==> config.mk <==
export PLATFORM = sky130hd
export DESIGN_NAME = arb4_rr_flat
export DESIGN_NICKNAME = d
export VERILOG_FILES = /design/src/rtl/arb4_rr_if.sv /design/src/rtl/arb4_rr.sv /design/src/flat_wrapper.sv
export SDC_FILE = /design/constraint.sdc
export NUM_CORES = 1
export LEC_CHECK = 0
export ABC_CLOCK_PERIOD_IN_PS = 1600
export BUFFER_PORTS_ARGS = -buffer_cell sky130_fd_sc_hd__buf_2
export CELL_PAD_IN_SITES_DETAIL_PLACEMENT = 0
export CELL_PAD_IN_SITES_GLOBAL_PLACEMENT = 2
export CORE_MARGIN = 4
export CORE_UTILIZATION = 26
export DETAILED_ROUTE_END_ITERATION = 16
export GPL_ROUTABILITY_DRIVEN = 1
export PLACE_DENSITY = 0.74
export SLEW_MARGIN = 20
export SYNTH_ARGS = -nofsm -noshare
export SYNTH_HDL_FRONTEND = slang
export SYNTH_SLANG_ARGS = --single-unit
==> constraint.sdc <==
create_clock -name clk -period 1.6 [get_ports clk]
set_input_delay 0.16 -clock clk [delete_from_list [all_inputs] [get_ports clk]]
set_output_delay 0.16 -clock clk [all_outputs]
set_load 0.02 [all_outputs]
==> src/rtl/arb4_rr_if.sv <==
// Request/grant bundle for the 4-way round-robin arbiter.
// The master modport drives requests; the slave modport is the arbiter side.
interface arb4_rr_if;
  logic [3:0] req;
  logic [3:0] gnt;
  logic [1:0] gnt_id;
  logic       busy;
  logic       tmo;

  modport master (output req, input gnt, gnt_id, busy, tmo);
  modport slave  (input req, output gnt, gnt_id, busy, tmo);
endinterface

==> src/rtl/arb4_rr.sv <==
// 4-requester round-robin arbiter with registered one-hot grant.
// Optional hold timeout is enabled by defining ARB4_TIMEOUT_EN.
//
// state | meaning
// IDLE  | no owner; arbitrate any request starting after the last owner
// GRANT | one owner holds gnt until it drops req (or the hold limit expires)
module arb4_rr #(
  parameter int MAX_HOLD = 8,
  parameter int CNT_W    = 4
) (
  input  logic       clk,
  input  logic       rstn,
  arb4_rr_if.slave   bus
);

  typedef enum logic {IDLE, GRANT} state_t;

  state_t     state;
  logic [3:0] gnt;
  logic [1:0] gnt_id;
  logic       busy;
  logic       tmo;
  logic [1:0] last;
  logic [1:0] pick;
  logic       pick_vld;

  if (2**CNT_W <= MAX_HOLD) begin : g_cnt_w_chk
    $error("CNT_W too narrow for MAX_HOLD");
  end

`ifdef ARB4_TIMEOUT_EN
  logic [CNT_W-1:0] hold_cnt;
`endif

  // First requester after the previous owner, wrapping mod 4.
  always_comb begin
    logic [1:0] idx;
    pick_vld = 1'b0;
    pick     = last;
    idx      = last;
    for (int k = 1; k <= 4; k++) begin
      idx = last + 2'(k);
      if (!pick_vld && bus.req[idx]) begin
        pick_vld = 1'b1;
        pick     = idx;
      end
    end
  end

  always_ff @(posedge clk or negedge rstn) begin
    if (!rstn) begin
      state  <= IDLE;
      gnt    <= 4'b0000;
      gnt_id <= 2'd0;
      busy   <= 1'b0;
      tmo    <= 1'b0;
      last   <= 2'd3;
`ifdef ARB4_TIMEOUT_EN
      hold_cnt <= '0;
`endif
    end else begin
      tmo <= 1'b0;
      case (state)
        IDLE: begin
          if (pick_vld) begin
            gnt    <= 4'b0001 << pick;
            gnt_id <= pick;
            last   <= pick;
            busy   <= 1'b1;
            state  <= GRANT;
`ifdef ARB4_TIMEOUT_EN
            hold_cnt <= '0;
`endif
          end
        end
        GRANT: begin
          if (!bus.req[gnt_id]) begin
            gnt   <= 4'b0000;
            busy  <= 1'b0;
            state <= IDLE;
          end
`ifdef ARB4_TIMEOUT_EN
          else if (hold_cnt == CNT_W'(MAX_HOLD - 1)) begin
            gnt   <= 4'b0000;
            busy  <= 1'b0;
            tmo   <= 1'b1;
            state <= IDLE;
          end else begin
            hold_cnt <= hold_cnt + 1'b1;
          end
`endif
        end
        default: state <= IDLE;
      endcase
    end
  end

  assign bus.gnt    = gnt;
  assign bus.gnt_id = gnt_id;
  assign bus.busy   = busy;
  assign bus.tmo    = tmo;

endmodule
==> src/flat_wrapper.sv <==
// flat-port wrapper written by rule: the top's interface ports become plain ports
module arb4_rr_flat 
#(
  parameter int MAX_HOLD = 8,
  parameter int CNT_W    = 4
)
  (clk, rstn, bus_req, bus_gnt, bus_gnt_id, bus_busy, bus_tmo);
  arb4_rr_if bus_i ();
  input  logic clk;
  input  logic rstn;
  input wire logic [$bits(bus_i.req)-1:0] bus_req;
  output wire logic [$bits(bus_i.gnt)-1:0] bus_gnt;
  output wire logic [$bits(bus_i.gnt_id)-1:0] bus_gnt_id;
  output wire logic [$bits(bus_i.busy)-1:0] bus_busy;
  output wire logic [$bits(bus_i.tmo)-1:0] bus_tmo;
  assign bus_i.req = bus_req;
  assign bus_gnt = bus_i.gnt;
  assign bus_gnt_id = bus_i.gnt_id;
  assign bus_busy = bus_i.busy;
  assign bus_tmo = bus_i.tmo;
  arb4_rr #(.MAX_HOLD(MAX_HOLD), .CNT_W(CNT_W)) u_core (.clk(clk), .rstn(rstn), .bus(bus_i));
endmodule
==> impl_results.md <==
- Sink Count: 10
- Max Buffers Root-to-Sink: 2
- Final nets: 80
- Reg2reg path depth: 4
- Pwr Total: 1.43 mW
- #FFs+latches synth: 10
- Crit Reg-Reg Endpoint: u_core.bus.gnt[1]$_DFFE_PN0P_
- Worst path required time: 1750 ps
- Final period util: 96.6%
- Synth Cell Area: 533 um2
- Diode count: 0
- Arr. time, crit path: 1690 ps
- Core area: 1960 um2
- Die Y-Extent: 53.3 um
- CP endpoint kind: flop
- Layout fillers: 230
- Syn Inst Count: 53
- Dpl cells: 94
- Area after DPL: 639 um2
- P_leak: 0.325 nW
- Worst setup SP type: flop
- Via count: 468
- Routed wire length: 1190 um
- Width of the die: 53.3 um
- Max-slew violations: 0
- Detailed Place HPWL: 914 um
- Layout Cells excl Fill: 100
- Min cycle time layout: 1540 ps
- Die area: 2840 um2
- Vias in the first global route: 389
- Total global routing track utilization: 9.60%
- Clk slew on worst S/H paths: 70 ps
- Initial drt markers: 9
- FF/Latch Area: 254 um2
- Boundary Pins: 14
- Area of the multi-input gates: 272 um2
- Area delta synth->final: 30.0%
- Number of CTS-inserted buffers: 3
- Outcome: finished, final reports clean
- Synth warnings: 0
- Ratio of cells with drive above 1 in the final layout: 39.7%
- Pre-Repair DR Iteration Count: 4
- PortBufs: 12
- Max Cap Viol: 0
- Vias per inst: 4.68
- Netlist cell types: 25
- Most frequent cells in the layout: 12 x buf_2, 7 x nand2_1, 7 x dfrtp_1
- First-pass GRT wire length: 1910 um
- Post-synthesis sequential area ratio: 47.4%
- Reg-to-reg slack, setup: 60 ps
- Final core occ: 35.3%
- Syn Nets: 59
- Count of final setup violators: 0
- Initial antenna violation count: 0
- H-tree depth: 1
- Reg-to-Reg Start: u_core.last[0]$_DFFE_PN1P_
- Clock skew: 6.31 ps
- Max Clock Freq: 647 MHz
- Post-route ant nets: 0
- Cell area after layout: 693 um2
- Initial Utilization: 27.2%
- Crit. Startpoint: u_core.last[0]$_DFFE_PN1P_
- Power Dens Cells: 2060 nW/um2
- Syn Area/Cell: 10.1 um2
- Worst-Skew Late Latency: 260 ps
- CTS Root Cell: clkbuf_4
- Commonest non-fill, non-tap cell in the layout: buf_2
- Routability Congestion: 0.672
- WS Path Type: flop to flop
- Wirelength per Cell: 11.9 um
- Row cnt: 16
- Largest net degree at the start of global routing: 12
- Hold crit path type: input pin to async pin
- TritonCTS clock tree: done
- Peak VDD IR: 0.820 mV
- Critical path destination: u_core.bus.gnt[1]$_DFFE_PN0P_
- Final hold vios: 0
- Grt total ovfl: 0
- Critical path peak fanout: 6
- # DRC: 0
==> routing by layer <==
metal / global-route usage (%) / vias up / part of all wire [%]
met5: 0 / - / 0
met4: 2.55 / 0 / 0
met3: 3.38 / 0 / 6.8
met2: 12.4 / 17 / 41
met1: 14.6 / 220 / 52
li1: - / 231 / -
==> cell families after synthesis <==
logic type,synth area share [%]
flops,47.4
compound gates,19.0
buf+inv,3.52
mux,4.23
simple gates,25.1
other cells,0.704
==> registers in the layout (all words and copies together) (netlist names) <==
register	cells
u_core.bus.busy	1
u_core.bus.gnt	4
u_core.state	1
u_core.bus.gnt_id	2
u_core.last	2
==> power breakdown <==
part	switching [mW]	total, mW	internal, mW
combinational	0.391	0.739	0.348
clock	0.0833	0.179	0.0961
sequential	0.116	0.507	0.392
==> per-stage QoR <==
step	setup TNS (ps)	hold WS, ps	setup WS (ps)
2_1_floorplan	0	-136	45.6
3_3_place_gp	0	35.5	32.3
3_5_place_dp	0	33.6	25.3
4_1_cts	0	292	4.84
5_1_grt	-3.21	307	-3.21
6_report	0	280	55.1
==> worst min-delay path by stage <==
stage / startpoint / end / slack (ps) / cells after the start
6_report: rstn / u_core.bus.gnt[0]$_DFFE_PN0P_ / 280 / 2
5_1_grt: rstn / u_core.bus.gnt[0]$_DFFE_PN0P_ / 310 / 2
4_1_cts: rstn / u_core.bus.busy$_DFFE_PN0P_ / 290 / 2
3_5_place_dp: rstn / u_core.bus.gnt[2]$_DFFE_PN0P_ / 30 / 1
2_1_floorplan: rstn / u_core.bus.busy$_DFFE_PN0P_ / -140 / 0
3_3_place_gp: rstn / u_core.bus.gnt[3]$_DFFE_PN0P_ / 40 / 1
==> critical path, stage by stage (launching register included) <==
cell and delay, ps:
dfstp_2 590, nand2_1 70, and3_4 180, or3_4 380, a31o_1 220
==> area by class of cell <==
class	instances	share of cell area, %
clock buffers	4	3.79
multi-input cells	41	39.2
flip-flops and latches	10	36.6
well taps	27	4.87
repair buffers	18	15.5
==> what timing repair did <==
action / CTS / global route
hold buffers: 1 / 0
hold endpoints to repair: 10 / 0
setup endpoints to repair: 0 / 2
setup buffers: 0 / 1
resized for setup: 0 / 2
==> synthesized netlist by cell type <==
cell / count / share of area [%]
a211oi_2: 1 / 2.3
a21o_1: 1 / 1.4
a21oi_1: 4 / 3.8
a31o_1: 2 / 3.3
and3_1: 3 / 3.5
buf_4: 1 / 1.4
buf_6: 1 / 2.1
conb_1: 1 / 0.70
dfrtp_1: 8 / 38
dfstp_2: 2 / 9.9
mux4_2: 1 / 4.2
nand2_1: 7 / 4.9
nand2b_1: 2 / 2.3
nand2b_4: 1 / 2.6
nand3_1: 2 / 1.9
nor2_1: 4 / 2.8
nor2b_1: 3 / 3.5
nor3_1: 1 / 0.94
nor3b_1: 1 / 1.4
o21a_1: 1 / 1.4
o21ai_0: 2 / 1.9
o22ai_1: 1 / 1.2
o31ai_1: 1 / 1.4
o31ai_2: 1 / 2.3
or3_1: 1 / 1.2
(Power assumes the default switching activity.)
